File: src/rtl/prog_mem.sv
// Program memory for the mproc datapath: 128 x 16-bit words, filled by a valid/ready loader.
// It holds the CPU in reset until a complete program has been cleared, loaded and released.
module prog_mem (
  input  logic        clk,
  input  logic        reset,
  input  logic        ld_start,
  input  logic        ld_valid,
  input  logic [15:0] ld_data,
  input  logic        ld_last,
  output logic        ld_ready,
  input  logic [6:0]  cpu_addr,
  output logic [15:0] cpu_data,
  output logic        cpu_reset,
  output logic        loaded,
  output logic        err,
  output logic [6:0]  wr_ptr
);

  typedef enum logic [2:0] {
    IDLE    = 3'd0,
    CLEAR   = 3'd1,
    LOAD    = 3'd2,
    RELEASE = 3'd3,
    RUN     = 3'd4
  } state_t;

  state_t      state_q, state_d;
  logic [6:0]  wr_ptr_q, wr_ptr_d;
  logic        err_q, err_d;
  logic        loaded_q, loaded_d;
  logic        cpu_reset_q, cpu_reset_d;
  logic        mem_we;
  logic [15:0] mem_wdata;

  logic [15:0] mem [128];

  always_ff @(posedge clk or posedge reset) begin
    if (reset) begin
      state_q     <= IDLE;
      wr_ptr_q    <= 7'd0;
      err_q       <= 1'b0;
      loaded_q    <= 1'b0;
      cpu_reset_q <= 1'b1;
    end else begin
      state_q     <= state_d;
      wr_ptr_q    <= wr_ptr_d;
      err_q       <= err_d;
      loaded_q    <= loaded_d;
      cpu_reset_q <= cpu_reset_d;
    end
  end

  // Array contents survive reset; only the control state above is cleared.
  always_ff @(posedge clk) begin
    if (mem_we) begin
      mem[wr_ptr_q] <= mem_wdata;
    end
  end

  always_comb begin
    state_d   = state_q;
    wr_ptr_d  = wr_ptr_q;
    err_d     = err_q;
    mem_we    = 1'b0;
    mem_wdata = 16'h0000;
    if (ld_start) begin
      // A restart wins over everything, including a word offered this cycle.
      state_d  = CLEAR;
      wr_ptr_d = 7'd0;
      err_d    = 1'b0;
    end else begin
      unique case (state_q)
        IDLE: ;
        CLEAR: begin
          mem_we   = 1'b1;
          wr_ptr_d = wr_ptr_q + 7'd1;
          if (wr_ptr_q == 7'd127) begin
            state_d = LOAD;
          end
        end
        LOAD: begin
          if (ld_valid) begin
            mem_we    = 1'b1;
            mem_wdata = ld_data;
            wr_ptr_d  = wr_ptr_q + 7'd1;
            if (ld_last) begin
              state_d = RELEASE;
            end else if (wr_ptr_q == 7'd127) begin
              err_d   = 1'b1;
              state_d = RELEASE;
            end
          end
        end
        RELEASE: state_d = RUN;
        RUN:     ;
        default: state_d = IDLE;
      endcase
    end
    loaded_d    = (state_d == RUN);
    cpu_reset_d = (state_d != RUN);
  end

  assign ld_ready  = (state_q == LOAD) && !ld_start;
  assign cpu_data  = (state_q == RUN) ? mem[cpu_addr] : 16'h0000;
  assign cpu_reset = cpu_reset_q;
  assign loaded    = loaded_q;
  assign err       = err_q;
  assign wr_ptr    = wr_ptr_q;

endmodule

File: config.mk
export PLATFORM = sky130hd
export DESIGN_NAME = prog_mem
export DESIGN_NICKNAME = d
export VERILOG_FILES = /design/src/rtl/prog_mem.sv
export SDC_FILE = /design/constraint.sdc
export NUM_CORES = 2
export LEC_CHECK = 0
export CAP_MARGIN = 20
export CORE_ASPECT_RATIO = 1.75
export CORE_UTILIZATION = 30
export DETAILED_ROUTE_END_ITERATION = 6
export DONT_BUFFER_PORTS = 1
export GPL_ROUTABILITY_DRIVEN = 1
export PLACE_DENSITY = 0.41
export REMOVE_ABC_BUFFERS = 1
export SKIP_LAST_GASP = 1
export SYNTH_ARGS = -nofsm -noshare
export SYNTH_HDL_FRONTEND = slang
export SYNTH_SLANG_ARGS = --single-unit
File: constraint.sdc
create_clock -name clk -period 4.8 [get_ports clk]
set_clock_uncertainty 0.15 [all_clocks]
set_input_delay 0.96 -clock clk [delete_from_list [all_inputs] [get_ports clk]]
set_output_delay 0.96 -clock clk [all_outputs]
set_load 0.02 [all_outputs]
==> flow_results.org <==
** Floorplan
- Core area :: 263000 sq um
- Initial core utilization :: 30.2%
- The floorplan step defined a die boundary enclosing 266000 sq um.
- Number of rows created at floorplan :: 249
- X dimension of the die :: 391 microns
- In this run the vertical extent of the chip is 682 microns.
- I/O pins :: 55

** Worst setup path
- Required @ worst endpoint :: 3.69 ns
- Kind of capture point of the worst setup path :: output port
- Worst-path fanout max :: 73
- Counting cells, the worst reg-to-reg path comes to 7.
- By startpoint and endpoint, the worst setup path is classified as in2out.
- For the worst setup path, the data arrival time is 3.71 ns.
- Worst r2r dst :: mem[72][4]
- Across all register-to-register paths, the minimum setup slack is 1.17 ns.
- STA classifies the critical path startpoint as a primary input.
- Worst flop-to-flop path startpoint :: state_q[0]

** Timing
- Slew at the pin closest to its max-slew limit :: 1.12 ns
- Measured against its own limit, the worst slew margin works out to 25.4%.
- The total count of hold-check failures in the final report is 0.
- Final Max Tran Viols :: 0
- The worst path uses 100% of the clock period.
- Post-route setup slack :: -0.0189 ns
- Number of setup violations in the final report :: 2
- For the final routed database, the setup TNS stands at -0.0309 ns.
- Shortest clock period the worst path allows after layout :: 4.82 ns
- The tightest hold path in the finished design has a slack of 0.210 ns.
- RSZ-0062 raised after global routing :: true
- Derived from the worst setup path, the maximum achievable clock frequency is 208 MHz.

** Worst hold path
- The min-delay analysis places its worst path in the category in2reg.
- HP Start :: ld_last
- Number of cells traversed by the worst hold path :: 3
- Hold EP :: err

** Route
- Using the TritonRoute via totals, the vias-per-cell ratio works out to 5.00.
- Sum of routed wire length over all layers :: 253 mm
- Number of optimization iterations in the first detailed-route pass :: 5
- After detailed routing, the number of remaining DRC violations is 0.
- Avg WL per Cell :: 31.8 microns
- For this block, the via count after detailed routing is 39700.
- DRC violation total after the first TritonRoute iteration :: 3188
- The detail route stage leaves a number of antenna-violating nets equal to 0.

** Power and ir drop
- Power per Cell Area :: 381 nW/um^2
- Leakage power of the design :: 28.3 nW
- Worst IR drop on VDD :: 273 uV
- The design draws 0.0362 W.

** Clock tree
- Max H-tree Level :: 4
- The cell sitting at the root of the clock tree is a sky130_fd_sc_hd__clkbuf_16.
- Insertion delay to the later sink of the worst-skew pair :: 0.86 ns
- The tree built by TritonCTS fans out to 2061 sinks.
- Bufs on Longest Clock Path :: 4
- Clock-pin slew of the registers on the worst-case setup and hold paths :: 0.07 ns
- In this run, CTS created clock tree buffers numbering 201.
- TritonCTS built the clock tree.

** Run status
- The checks that failed: setup timing.
- Status :: finished with violations

** Place
- In this run, placement finished with an instance count of 7567.
- Post-detailed-placement half-perimeter wirelength :: 158 mm
- Input and output buffers added on the ports amount to 0.
- At the end of routability-driven placement, the weighted congestion stood at 0.798.

** Synth
- The synthesized netlist occupies a cell area of 79300 sq um.
- Synthesis handed over a netlist of 3732 instances.
- Number of synthesized flops with an enable pin :: 2048
- The average instance in the mapped netlist occupies 21.2 sq um.
- Number of flip-flops and latches in the synthesized netlist :: 2061
- Post-synth ARST share :: 0.631%
- Sequential elements use 78.0% of the synthesized area.
- The Yosys step of the flow raised 0 warnings.
- Unique masters post-synth :: 64
- Dominant synthesized flop cell :: sky130_fd_sc_hd__edfxtp_1

** GRT
- Summed over all layers, the global routing overflow is 0.
- Initial antenna violation count :: 12
- Entering global routing, the biggest net connects 398 pins.
- Total routing resource utilization after global routing :: 18.4%
- The first global-routing pass estimated 339 mm of wire.
- The number of global-route vias before repair is 41200.

** Final layout
- Commonest cells after routing, fill and taps aside :: sky130_fd_sc_hd__edfxtp_1, sky130_fd_sc_hd__buf_4, sky130_fd_sc_hd__mux4_2
- Fraction of layout instances using a drive strength above 1 :: 32.0%
- Number of inserted filler cells in the final layout :: 24300
- Utilization of the core after routing :: 36.2%
- Net count of the finished layout :: 4307
- The library cell used most frequently in the layout, excluding fill and tap cells, is sky130_fd_sc_hd__edfxtp_1.
- Synthesis-to-layout area growth :: 19.8%
- The count of cells in the finished layout, fillers not included, comes to 7952.

** Job
- Across the run, the number of max-cap violations was 0.
## per-layer routing
metal / global-route usage [%] / wire length [microns] / vias up
li1: - / - / 16700
met1: 22.0 / 99000 / 21800
met2: 34.2 / 138000 / 864
met3: 2.10 / 8700 / 293
met4: 5.56 / 7660 / 0
met5: 0 / 0 / -
## critical path, cell delays in order
cell and delay [ns]:
sky130_fd_sc_hd__buf_16 0.23, sky130_fd_sc_hd__buf_16 0.21, sky130_fd_sc_hd__mux4_2 0.55, sky130_fd_sc_hd__mux2i_4 0.31, sky130_fd_sc_hd__o32ai_2 0.15, sky130_fd_sc_hd__or4_1 0.41
sky130_fd_sc_hd__or4_4 0.48, sky130_fd_sc_hd__buf_4 0.19
## registers in the layout, summed over array words and instances (netlist names)
signal,count
err,1
wr_ptr,7
loaded,1
state_q,3
cpu_reset,1
mem,2048
## cell type report
type                       instances  area, sq um  area share (%)
clock buffer                     232         5230            5.51
clock inverter                   129         1070            1.13
multi-input combinational       1461        17200            18.1
antenna                            2         5.00         0.00527
inverter                           6         22.5          0.0237
sequential                      2061        61800            65.1
tap                             3514         4400            4.63
timing repair buffer             547         5280            5.56
## how the worst max path moves through the flow
stage / cells after the start / start / end / slack (ns)
after floorplan: 5 / cpu_addr[0] / cpu_data[12] / 0.38
after global placement: 9 / cpu_addr[0] / cpu_data[10] / -0.95
after detailed placement: 7 / cpu_addr[0] / cpu_data[12] / -0.90
after CTS: 6 / cpu_addr[0] / cpu_data[12] / -0.30
after global routing: 8 / cpu_addr[0] / cpu_data[12] / -0.02
final: 8 / cpu_addr[0] / cpu_data[12] / -0.02
## metrics by stage
stage          setup WS (ns)  instance area (sq um)
3_3_place_gp          -0.945                  87600
4_1_cts               -0.302                  94500
5_1_grt              -0.0217                  95000
6_report             -0.0189                  95000
2_1_floorplan          0.376                  78200
3_5_place_dp          -0.899                  87600
## kinds of logic (layout without fill, tap and decap cells)
| family | after synthesis | after routing | share of synthesized area [%] |
|---|---|---|---|
| xor+xnor | 6 | 6 | 0.0663 |
| simple gates | 473 | 473 | 2.77 |
| mux | 647 | 647 | 14.9 |
| flops | 2061 | 2061 | 78.0 |
| fa+ha+maj | 1 | 1 | 0.0158 |
| buf+inv | 210 | 914 | 1.34 |
| other cells | 0 | 2 | 0 |
| compound gates | 334 | 334 | 2.93 |
## cells in the mapped netlist, types with 3 or more instances
cell type,instances,area (sq um)
sky130_fd_sc_hd__a211oi_1,12,90.1
sky130_fd_sc_hd__buf_6,9,101
sky130_fd_sc_hd__nand3_1,105,526
sky130_fd_sc_hd__edfxtp_1,2048,61500
sky130_fd_sc_hd__nand4_1,13,81.3
sky130_fd_sc_hd__nand2_1,71,267
sky130_fd_sc_hd__buf_2,80,400
sky130_fd_sc_hd__and3_1,3,18.8
sky130_fd_sc_hd__o21ai_0,33,165
sky130_fd_sc_hd__inv_1,4,15.0
sky130_fd_sc_hd__mux4_2,416,9370
sky130_fd_sc_hd__o211ai_1,3,22.5
sky130_fd_sc_hd__a2111oi_0,13,114
sky130_fd_sc_hd__dfrtp_1,12,300
sky130_fd_sc_hd__o22ai_1,33,206
sky130_fd_sc_hd__mux4_1,7,184
sky130_fd_sc_hd__clkbuf_1,80,300
sky130_fd_sc_hd__o221ai_1,12,105
sky130_fd_sc_hd__a22o_1,12,105
sky130_fd_sc_hd__o32ai_1,3,26.3
sky130_fd_sc_hd__a221oi_1,7,61.3
sky130_fd_sc_hd__nor2b_1,14,87.6
sky130_fd_sc_hd__nor2_1,172,646
sky130_fd_sc_hd__and2_1,19,119
sky130_fd_sc_hd__nor3_1,46,230
sky130_fd_sc_hd__mux2i_1,222,2220
sky130_fd_sc_hd__nor4_1,6,37.5
sky130_fd_sc_hd__a22oi_1,139,1040
sky130_fd_sc_hd__a21oi_1,53,265
sky130_fd_sc_hd__nand2b_1,7,43.8
sky130_fd_sc_hd__buf_1,9,33.8
sky130_fd_sc_hd__xor2_1,4,35.0
sky130_fd_sc_hd__buf_4,25,188
## what timing repair did
action / in CTS / in global routing
hold buffers: 2 / 0
resized for setup: 119 / 7
hold endpoints to repair: 24 / 0
endpoints found under the setup margin: 16 / 16
setup buffers: 4 / 5
pin swaps: 30 / 4
gates cloned: 0 / 14
## power by group
| group | total, W | internal [W] | switching [W] |
|---|---|---|---|
| clock | 0.0156 | 0.00870 | 0.00693 |
| sequential | 0.0195 | 0.0195 | 0.0000157 |
| combinational | 0.00105 | 0.000449 | 0.000603 |
| total | 0.0362 | 0.0287 | 0.00755 |
Note: power is estimated with default switching activity, not from simulation.
